==> src/rtl/frame_sched_if.sv <==
`default_nettype none
// =============================================================================
// Module : frame_sched_if
// Video-in / encoder-out signal bundle for the per-frame scheduler.
// Rev    : 1.0
// =============================================================================
interface frame_sched_if #(
  parameter int DIV_W = 4,
  parameter int CNT_W = 16
) ();
  logic             enable;
  logic [DIV_W-1:0] decim;
  logic             pvalid_in;
  logic             vsync_in;
  logic [23:0]      ycbcr_in;
  logic             enc_busy;
  logic             fifo_afull;
  logic             pvalid_out;
  logic             vsync_out;
  logic [23:0]      ycbcr_out;
  logic             frame_start;
  logic             frame_done;
  logic [CNT_W-1:0] frames_enc;
  logic [CNT_W-1:0] frames_drop;
  logic [1:0]       state;

  modport master (
    output enable, decim, pvalid_in, vsync_in, ycbcr_in, enc_busy, fifo_afull,
    input  pvalid_out, vsync_out, ycbcr_out, frame_start, frame_done,
           frames_enc, frames_drop, state
  );

  modport slave (
    input  enable, decim, pvalid_in, vsync_in, ycbcr_in, enc_busy, fifo_afull,
    output pvalid_out, vsync_out, ycbcr_out, frame_start, frame_done,
           frames_enc, frames_drop, state
  );
endinterface
`default_nettype wire

==> src/rtl/frame_sched.sv <==
`default_nettype none
// =============================================================================
// Module : frame_sched
// Per-frame admission scheduler ahead of the MJPEG encoder (decimation,
// enable gating, drop on bridge backpressure or encoder overrun).
// Rev    : 1.0
// =============================================================================
module frame_sched #(
  parameter int DIV_W = 4,
  parameter int CNT_W = 16
) (
  input  logic         clk,
  input  logic         rst_n,
  frame_sched_if.slave bus
);
  typedef enum logic [1:0] {
    IDLE   = 2'd0,
    WAIT   = 2'd1,
    ACTIVE = 2'd2,
    DRAIN  = 2'd3
  } state_t;

  localparam logic [CNT_W-1:0] C_CNT_MAX = {CNT_W{1'b1}};

  state_t           r_state;
  logic [DIV_W-1:0] r_phase;
  logic             r_vsync_d;
  logic             r_pvalid;
  logic             r_vsync;
  logic [23:0]      r_ycbcr;
  logic             r_start;
  logic             r_done;
  logic [CNT_W-1:0] r_enc;
  logic [CNT_W-1:0] r_drop;

  logic             w_vs_fall;
  logic             w_vs_rise;
  logic [DIV_W-1:0] w_phase_next;
  logic             w_drop_inc;
  logic             w_enc_inc;

  assign w_vs_fall    = ~bus.vsync_in & r_vsync_d;
  assign w_vs_rise    = bus.vsync_in & ~r_vsync_d;
  assign w_phase_next = (r_phase >= bus.decim) ? '0 : r_phase + 1'b1;

  // A frame is dropped when backpressure blocks an otherwise-due frame, or
  // when any frame boundary arrives while the encoder is still draining.
  assign w_drop_inc = w_vs_fall &
                      (((r_state == WAIT) & bus.enable & (r_phase == '0) & bus.fifo_afull) |
                       (r_state == DRAIN));
  assign w_enc_inc  = (r_state == DRAIN) & ~bus.enc_busy;

  always_ff @(posedge clk or negedge rst_n) begin
    if (!rst_n) begin
      r_state   <= IDLE;
      r_phase   <= '0;
      r_vsync_d <= 1'b0;
      r_pvalid  <= 1'b0;
      r_vsync   <= 1'b0;
      r_ycbcr   <= '0;
      r_start   <= 1'b0;
      r_done    <= 1'b0;
      r_enc     <= '0;
      r_drop    <= '0;
    end else begin
      r_vsync_d <= bus.vsync_in;
      r_ycbcr   <= bus.ycbcr_in;
      r_pvalid  <= bus.pvalid_in & (r_state == ACTIVE);
      r_vsync   <= bus.vsync_in & (r_state != IDLE);
      r_start   <= 1'b0;
      r_done    <= 1'b0;

      if (w_vs_fall && (r_state != IDLE)) r_phase <= w_phase_next;
      if (w_drop_inc && (r_drop != C_CNT_MAX)) r_drop <= r_drop + 1'b1;
      if (w_enc_inc && (r_enc != C_CNT_MAX)) r_enc <= r_enc + 1'b1;

      case (r_state)
        IDLE: begin
          if (bus.enable) begin
            r_state <= WAIT;
            r_phase <= '0;
          end
        end
        WAIT: begin
          if (w_vs_fall) begin
            if (!bus.enable) begin
              r_state <= IDLE;
            end else if ((r_phase == '0) && !bus.fifo_afull) begin
              r_state <= ACTIVE;
              r_start <= 1'b1;
            end
          end
        end
        ACTIVE: begin
          if (w_vs_rise) r_state <= DRAIN;
        end
        DRAIN: begin
          // A boundary coinciding with completion is counted as dropped
          // above and is never admitted from here.
          if (!bus.enc_busy) begin
            r_state <= WAIT;
            r_done  <= 1'b1;
          end
        end
        default: r_state <= IDLE;
      endcase
    end
  end

  assign bus.pvalid_out  = r_pvalid;
  assign bus.vsync_out   = r_vsync;
  assign bus.ycbcr_out   = r_ycbcr;
  assign bus.frame_start = r_start;
  assign bus.frame_done  = r_done;
  assign bus.frames_enc  = r_enc;
  assign bus.frames_drop = r_drop;
  assign bus.state       = r_state;
endmodule
`default_nettype wire

==> src/flat_wrapper.sv <==
// flat-port wrapper written by rule: the top's interface ports become plain ports
module frame_sched_flat 
#(
  parameter int DIV_W = 4,
  parameter int CNT_W = 16
)
  (clk, rst_n, bus_enable, bus_decim, bus_pvalid_in, bus_vsync_in, bus_ycbcr_in, bus_enc_busy, bus_fifo_afull, bus_pvalid_out, bus_vsync_out, bus_ycbcr_out, bus_frame_start, bus_frame_done, bus_frames_enc, bus_frames_drop, bus_state);
  frame_sched_if #(.DIV_W(DIV_W), .CNT_W(CNT_W)) bus_i ();
  input  logic clk;
  input  logic rst_n;
  input wire logic [$bits(bus_i.enable)-1:0] bus_enable;
  input wire logic [$bits(bus_i.decim)-1:0] bus_decim;
  input wire logic [$bits(bus_i.pvalid_in)-1:0] bus_pvalid_in;
  input wire logic [$bits(bus_i.vsync_in)-1:0] bus_vsync_in;
  input wire logic [$bits(bus_i.ycbcr_in)-1:0] bus_ycbcr_in;
  input wire logic [$bits(bus_i.enc_busy)-1:0] bus_enc_busy;
  input wire logic [$bits(bus_i.fifo_afull)-1:0] bus_fifo_afull;
  output wire logic [$bits(bus_i.pvalid_out)-1:0] bus_pvalid_out;
  output wire logic [$bits(bus_i.vsync_out)-1:0] bus_vsync_out;
  output wire logic [$bits(bus_i.ycbcr_out)-1:0] bus_ycbcr_out;
  output wire logic [$bits(bus_i.frame_start)-1:0] bus_frame_start;
  output wire logic [$bits(bus_i.frame_done)-1:0] bus_frame_done;
  output wire logic [$bits(bus_i.frames_enc)-1:0] bus_frames_enc;
  output wire logic [$bits(bus_i.frames_drop)-1:0] bus_frames_drop;
  output wire logic [$bits(bus_i.state)-1:0] bus_state;
  assign bus_i.enable = bus_enable;
  assign bus_i.decim = bus_decim;
  assign bus_i.pvalid_in = bus_pvalid_in;
  assign bus_i.vsync_in = bus_vsync_in;
  assign bus_i.ycbcr_in = bus_ycbcr_in;
  assign bus_i.enc_busy = bus_enc_busy;
  assign bus_i.fifo_afull = bus_fifo_afull;
  assign bus_pvalid_out = bus_i.pvalid_out;
  assign bus_vsync_out = bus_i.vsync_out;
  assign bus_ycbcr_out = bus_i.ycbcr_out;
  assign bus_frame_start = bus_i.frame_start;
  assign bus_frame_done = bus_i.frame_done;
  assign bus_frames_enc = bus_i.frames_enc;
  assign bus_frames_drop = bus_i.frames_drop;
  assign bus_state = bus_i.state;
  frame_sched #(.DIV_W(DIV_W), .CNT_W(CNT_W)) u_core (.clk(clk), .rst_n(rst_n), .bus(bus_i));
endmodule
==> config.mk <==
export PLATFORM = sky130hd
export DESIGN_NAME = frame_sched_flat
export DESIGN_NICKNAME = d
export VERILOG_FILES = /design/src/rtl/frame_sched_if.sv /design/src/rtl/frame_sched.sv /design/src/flat_wrapper.sv
export SDC_FILE = /design/constraint.sdc
export NUM_CORES = 1
export LEC_CHECK = 0
export ABC_AREA = 1
export BUFFER_PORTS_ARGS = -buffer_cell sky130_fd_sc_hd__buf_2
export CAP_MARGIN = 20
export CORE_ASPECT_RATIO = 0.7
export CORE_UTILIZATION = 45
export DETAILED_ROUTE_END_ITERATION = 8
export GPL_ROUTABILITY_DRIVEN = 0
export PLACE_DENSITY_LB_ADDON = 0.1
export SYNTH_ARGS = -nofsm -noshare
export SYNTH_HDL_FRONTEND = slang
export SYNTH_SLANG_ARGS = --single-unit
==> constraint.sdc <==
create_clock -name clk -period 2.17 [get_ports clk]
set_clock_uncertainty 0.2 [all_clocks]
set_input_delay 0.434 -clock clk [delete_from_list [all_inputs] [get_ports clk]]
set_output_delay 0.434 -clock clk [all_outputs]
set_load 0.02 [all_outputs]
==> run summary <==
* Final Net Count: 582
* final wirelength: 7800 µm
* antenna viol nets, final: 0
* Fin. Hold Viols: 0
* total vias in the final route: 2974
* DRC violation total after the first TritonRoute iteration: 135
* cell area after synthesis: 0.00330 mm²
* total setup violations reported at the end of the flow: 0
* leading post-synthesis cells by cell area: sky130_fd_sc_hd__dfrtp_1 (51%), sky130_fd_sc_hd__nand2_1 (19%), sky130_fd_sc_hd__ha_1 (4.6%)
* Tightest Hold Check Type: in2reg
* number of instances resized during post-cts repair: 0
* Final Max Tran Viols: 0
* area fraction of the dominant cell type after synthesis: 0.509
* static leakage: 2.31 nW
* period utilisation layout: 0.872
* syn_area_per_cell: 8.18 µm²
* effective utilization at floorplan: 0.477
* number of buffers inserted during clock tree synthesis: 9
* DP HPWL: 5450 µm
* Comb power frac: 0.245
* capturing element type of the critical path: register
* data arrival at the endpoint of the critical path: 1930 ps
* Area Overhead vs Synth: 32.2%
* count of clock tree sinks: 67
* insertion delay to the later sink of the worst-skew pair: 340 ps
* power spent charging and discharging nets: 0.00118 W
* Worst Tran Pin Value: 380 ps
* cells after synthesis: 403
* overall die area: 0.00768 mm²
* pin count of the biggest net entering global routing: 68
* library cell with the largest summed area after synthesis: sky130_fd_sc_hd__dfrtp_1
* leading cell types in the layout, fill and taps excluded: sky130_fd_sc_hd__nand2_1 (163), sky130_fd_sc_hd__buf_2 (96), sky130_fd_sc_hd__dfrtp_1 (67)
* global-route wire length before repair: 12700 µm
* number of warning messages in the yosys log: 0
* Clock Path Buffers: 2
* standard cell core area: 0.00691 mm²
* type of origin of the critical path: register
* Clock Root Buffer: sky130_fd_sc_hd__clkbuf_8
* total inserted antenna cells: 0
* maximum fanout encountered on the critical timing path: 15
* Pre-antenna DRT Iters: 4
* path type of the worst setup path: reg2reg
* minimum period implied by the final worst setup slack: 1890 ps
* power per standard cell area: 781 mW/mm²
* clock-pin transition on the worst setup and hold timing paths: 80 ps
* initial antenna violation count: 0
* setup repair after global routing missed its margin: no
* switching portion of total power: 0.346
* most common cell after layout, fill and taps aside: sky130_fd_sc_hd__nand2_1
* Syn Nets: 450
* fmax: 0.528 GHz
* clock power share: 0.318
* Avg WL per Cell: 12.3 µm
* number of primary I/O pins: 97
* level count of the clock H-tree: 3
* Internal: 0.00223 W
* row cnt: 25
* outcome: completed
* buffer count from post-CTS setup fixing: 0
* required time of the critical path: 2210 ps
* number of global-route vias before repair: 2762
* VDD IR-drop max: 0.647 mV
* distinct cell type count of the synthesized netlist: 25
* placed cell count: 593
* Non-Filler Instances: 634
* die boundary width: 104 µm
* sequential group share of total power: 0.437
* portion of the post-synthesis area used by sequential elements: 0.509
* max_slew headroom: 0.746
* TritonCTS clock tree: yes
* total overflow reported by the global router: 0
* drt via density: 4.69
* layout cell share with drive strength beyond 1: 0.246
* DRC violations left: 0
* setup TNS: 0 ps
* number of buffers inserted by port buffering: 96
* count of max-cap constraint violations: 0
* height of the chip: 73.6 µm
* total global routing track utilization: 0.211
* flop and latch count out of synthesis: 67
* # hold bufs at CTS: 25
metrics by stage:
stage | util | hold slack (ps) | total power [W] | worst slack (ps) | area, µm²
global placement | 0.564 | 280 | 0.00228 | 331 | 3900
global route | 0.630 | 53.1 | 0.00360 | 116 | 4360
finish | 0.630 | 63.2 | 0.00340 | 277 | 4360
detailed placement | 0.564 | 279 | 0.00231 | 268 | 3900
floorplan | - | -61.6 | 0.00202 | 339 | 3300
CTS | 0.630 | 45.8 | 0.00343 | 251 | 4360
cells in the mapped netlist:
| cell | number |
|---|---|
| sky130_fd_sc_hd__buf_6 | 2 |
| sky130_fd_sc_hd__inv_2 | 2 |
| sky130_fd_sc_hd__o21bai_2 | 1 |
| sky130_fd_sc_hd__ha_1 | 12 |
| sky130_fd_sc_hd__nand4_1 | 10 |
| sky130_fd_sc_hd__clkinv_2 | 1 |
| sky130_fd_sc_hd__dfrtp_1 | 67 |
| sky130_fd_sc_hd__nand3b_1 | 3 |
| sky130_fd_sc_hd__nand3_2 | 2 |
| sky130_fd_sc_hd__inv_4 | 1 |
| sky130_fd_sc_hd__o21ai_0 | 14 |
| sky130_fd_sc_hd__a21oi_1 | 2 |
| sky130_fd_sc_hd__xnor2_1 | 11 |
| sky130_fd_sc_hd__xor2_1 | 6 |
| sky130_fd_sc_hd__a21boi_0 | 1 |
| sky130_fd_sc_hd__inv_1 | 37 |
| sky130_fd_sc_hd__nor2_1 | 38 |
| sky130_fd_sc_hd__buf_4 | 2 |
| sky130_fd_sc_hd__nor2_2 | 4 |
| sky130_fd_sc_hd__o21ai_4 | 1 |
| sky130_fd_sc_hd__nand3_1 | 17 |
| sky130_fd_sc_hd__nor3_1 | 1 |
| sky130_fd_sc_hd__nand2_2 | 4 |
| sky130_fd_sc_hd__nor2_4 | 1 |
| sky130_fd_sc_hd__nand2_1 | 163 |
critical path: stages, from the launching register on:
cell	delay (ps)
sky130_fd_sc_hd__dfrtp_1	450
sky130_fd_sc_hd__ha_1	270
sky130_fd_sc_hd__inv_1	80
sky130_fd_sc_hd__nor2_2	50
sky130_fd_sc_hd__nand2_2	120
sky130_fd_sc_hd__inv_2	50
sky130_fd_sc_hd__nand2_1	70
sky130_fd_sc_hd__nand3_2	270
sky130_fd_sc_hd__nand2_1	160
sky130_fd_sc_hd__nand2_1	60
final timing paths:
| path | end | slack (ps) | cells past startpoint | start |
|---|---|---|---|---|
| max in group asynchronous | u_core.r_phase[1] | 1030 | 3 | rst_n |
| worst max-delay path | u_core.bus.frames_drop[0] | 280 | 9 | u_core.bus.frames_drop[0] |
| worst min register to register | u_core.bus.frames_enc[8] | 330 | 1 | u_core.bus.frames_enc[8] |
| min in group asynchronous | u_core.bus.frames_drop[6] | 430 | 3 | rst_n |
| worst max register to register | u_core.bus.frames_drop[0] | 280 | 9 | u_core.bus.frames_drop[0] |
| worst min-delay path | u_core.r_vsync_d | 60 | 1 | bus_vsync_in |
registers in the layout (all words and copies together), names as in the netlist:
name / cells
u_core.bus.ycbcr_out: 24
u_core.bus.frames_drop: 16
u_core.bus.frames_enc: 16
u_core.r_phase: 4
u_core.bus.state: 2
u_core.bus.frame_done: 1
u_core.bus.frame_start: 1
u_core.bus.pvalid_out: 1
u_core.bus.vsync_out: 1
u_core.r_vsync_d: 1
kinds of logic after synthesis:
| family | synth area share |
|---|---|
| adders and majority gates | 0.0455 |
| DFF | 0.509 |
| and+or+nand+nor | 0.307 |
| AOI/OAI and AO/OA | 0.0349 |
| xor gates and xnor gates | 0.0452 |
| buffers and inverters | 0.0592 |
power groups by stage:
stage	clock, W	sequential, W	combinational [W]
after floorplan	0	0.00161	0.000411
after global placement	0	0.00150	0.000772
after detailed placement	0	0.00151	0.000797
after CTS	0.00111	0.00149	0.000837
after global routing	0.00115	0.00151	0.000936
final	0.00108	0.00149	0.000834
metal layers:
metal / track usage / up-vias / share of wire
met3: 0.0736 / 11 / 0.067
met5: 0 / - / 0
met1: 0.274 / 1373 / 0.47
met2: 0.335 / 80 / 0.46
li1: - / 1510 / -
met4: 0.0635 / 0 / 0.011
layout make-up:
| class | count | area (µm²) |
|---|---|---|
| clock buffers | 9 | 124 |
| flip-flops and latches | 67 | 1680 |
| repair buffers | 125 | 773 |
| fillers | 610 | 2550 |
| inverters | 41 | 158 |
| multi-input cells | 291 | 1430 |
| well taps | 94 | 118 |
| clock inverters | 7 | 83.8 |
(Power assumes the default switching activity.)
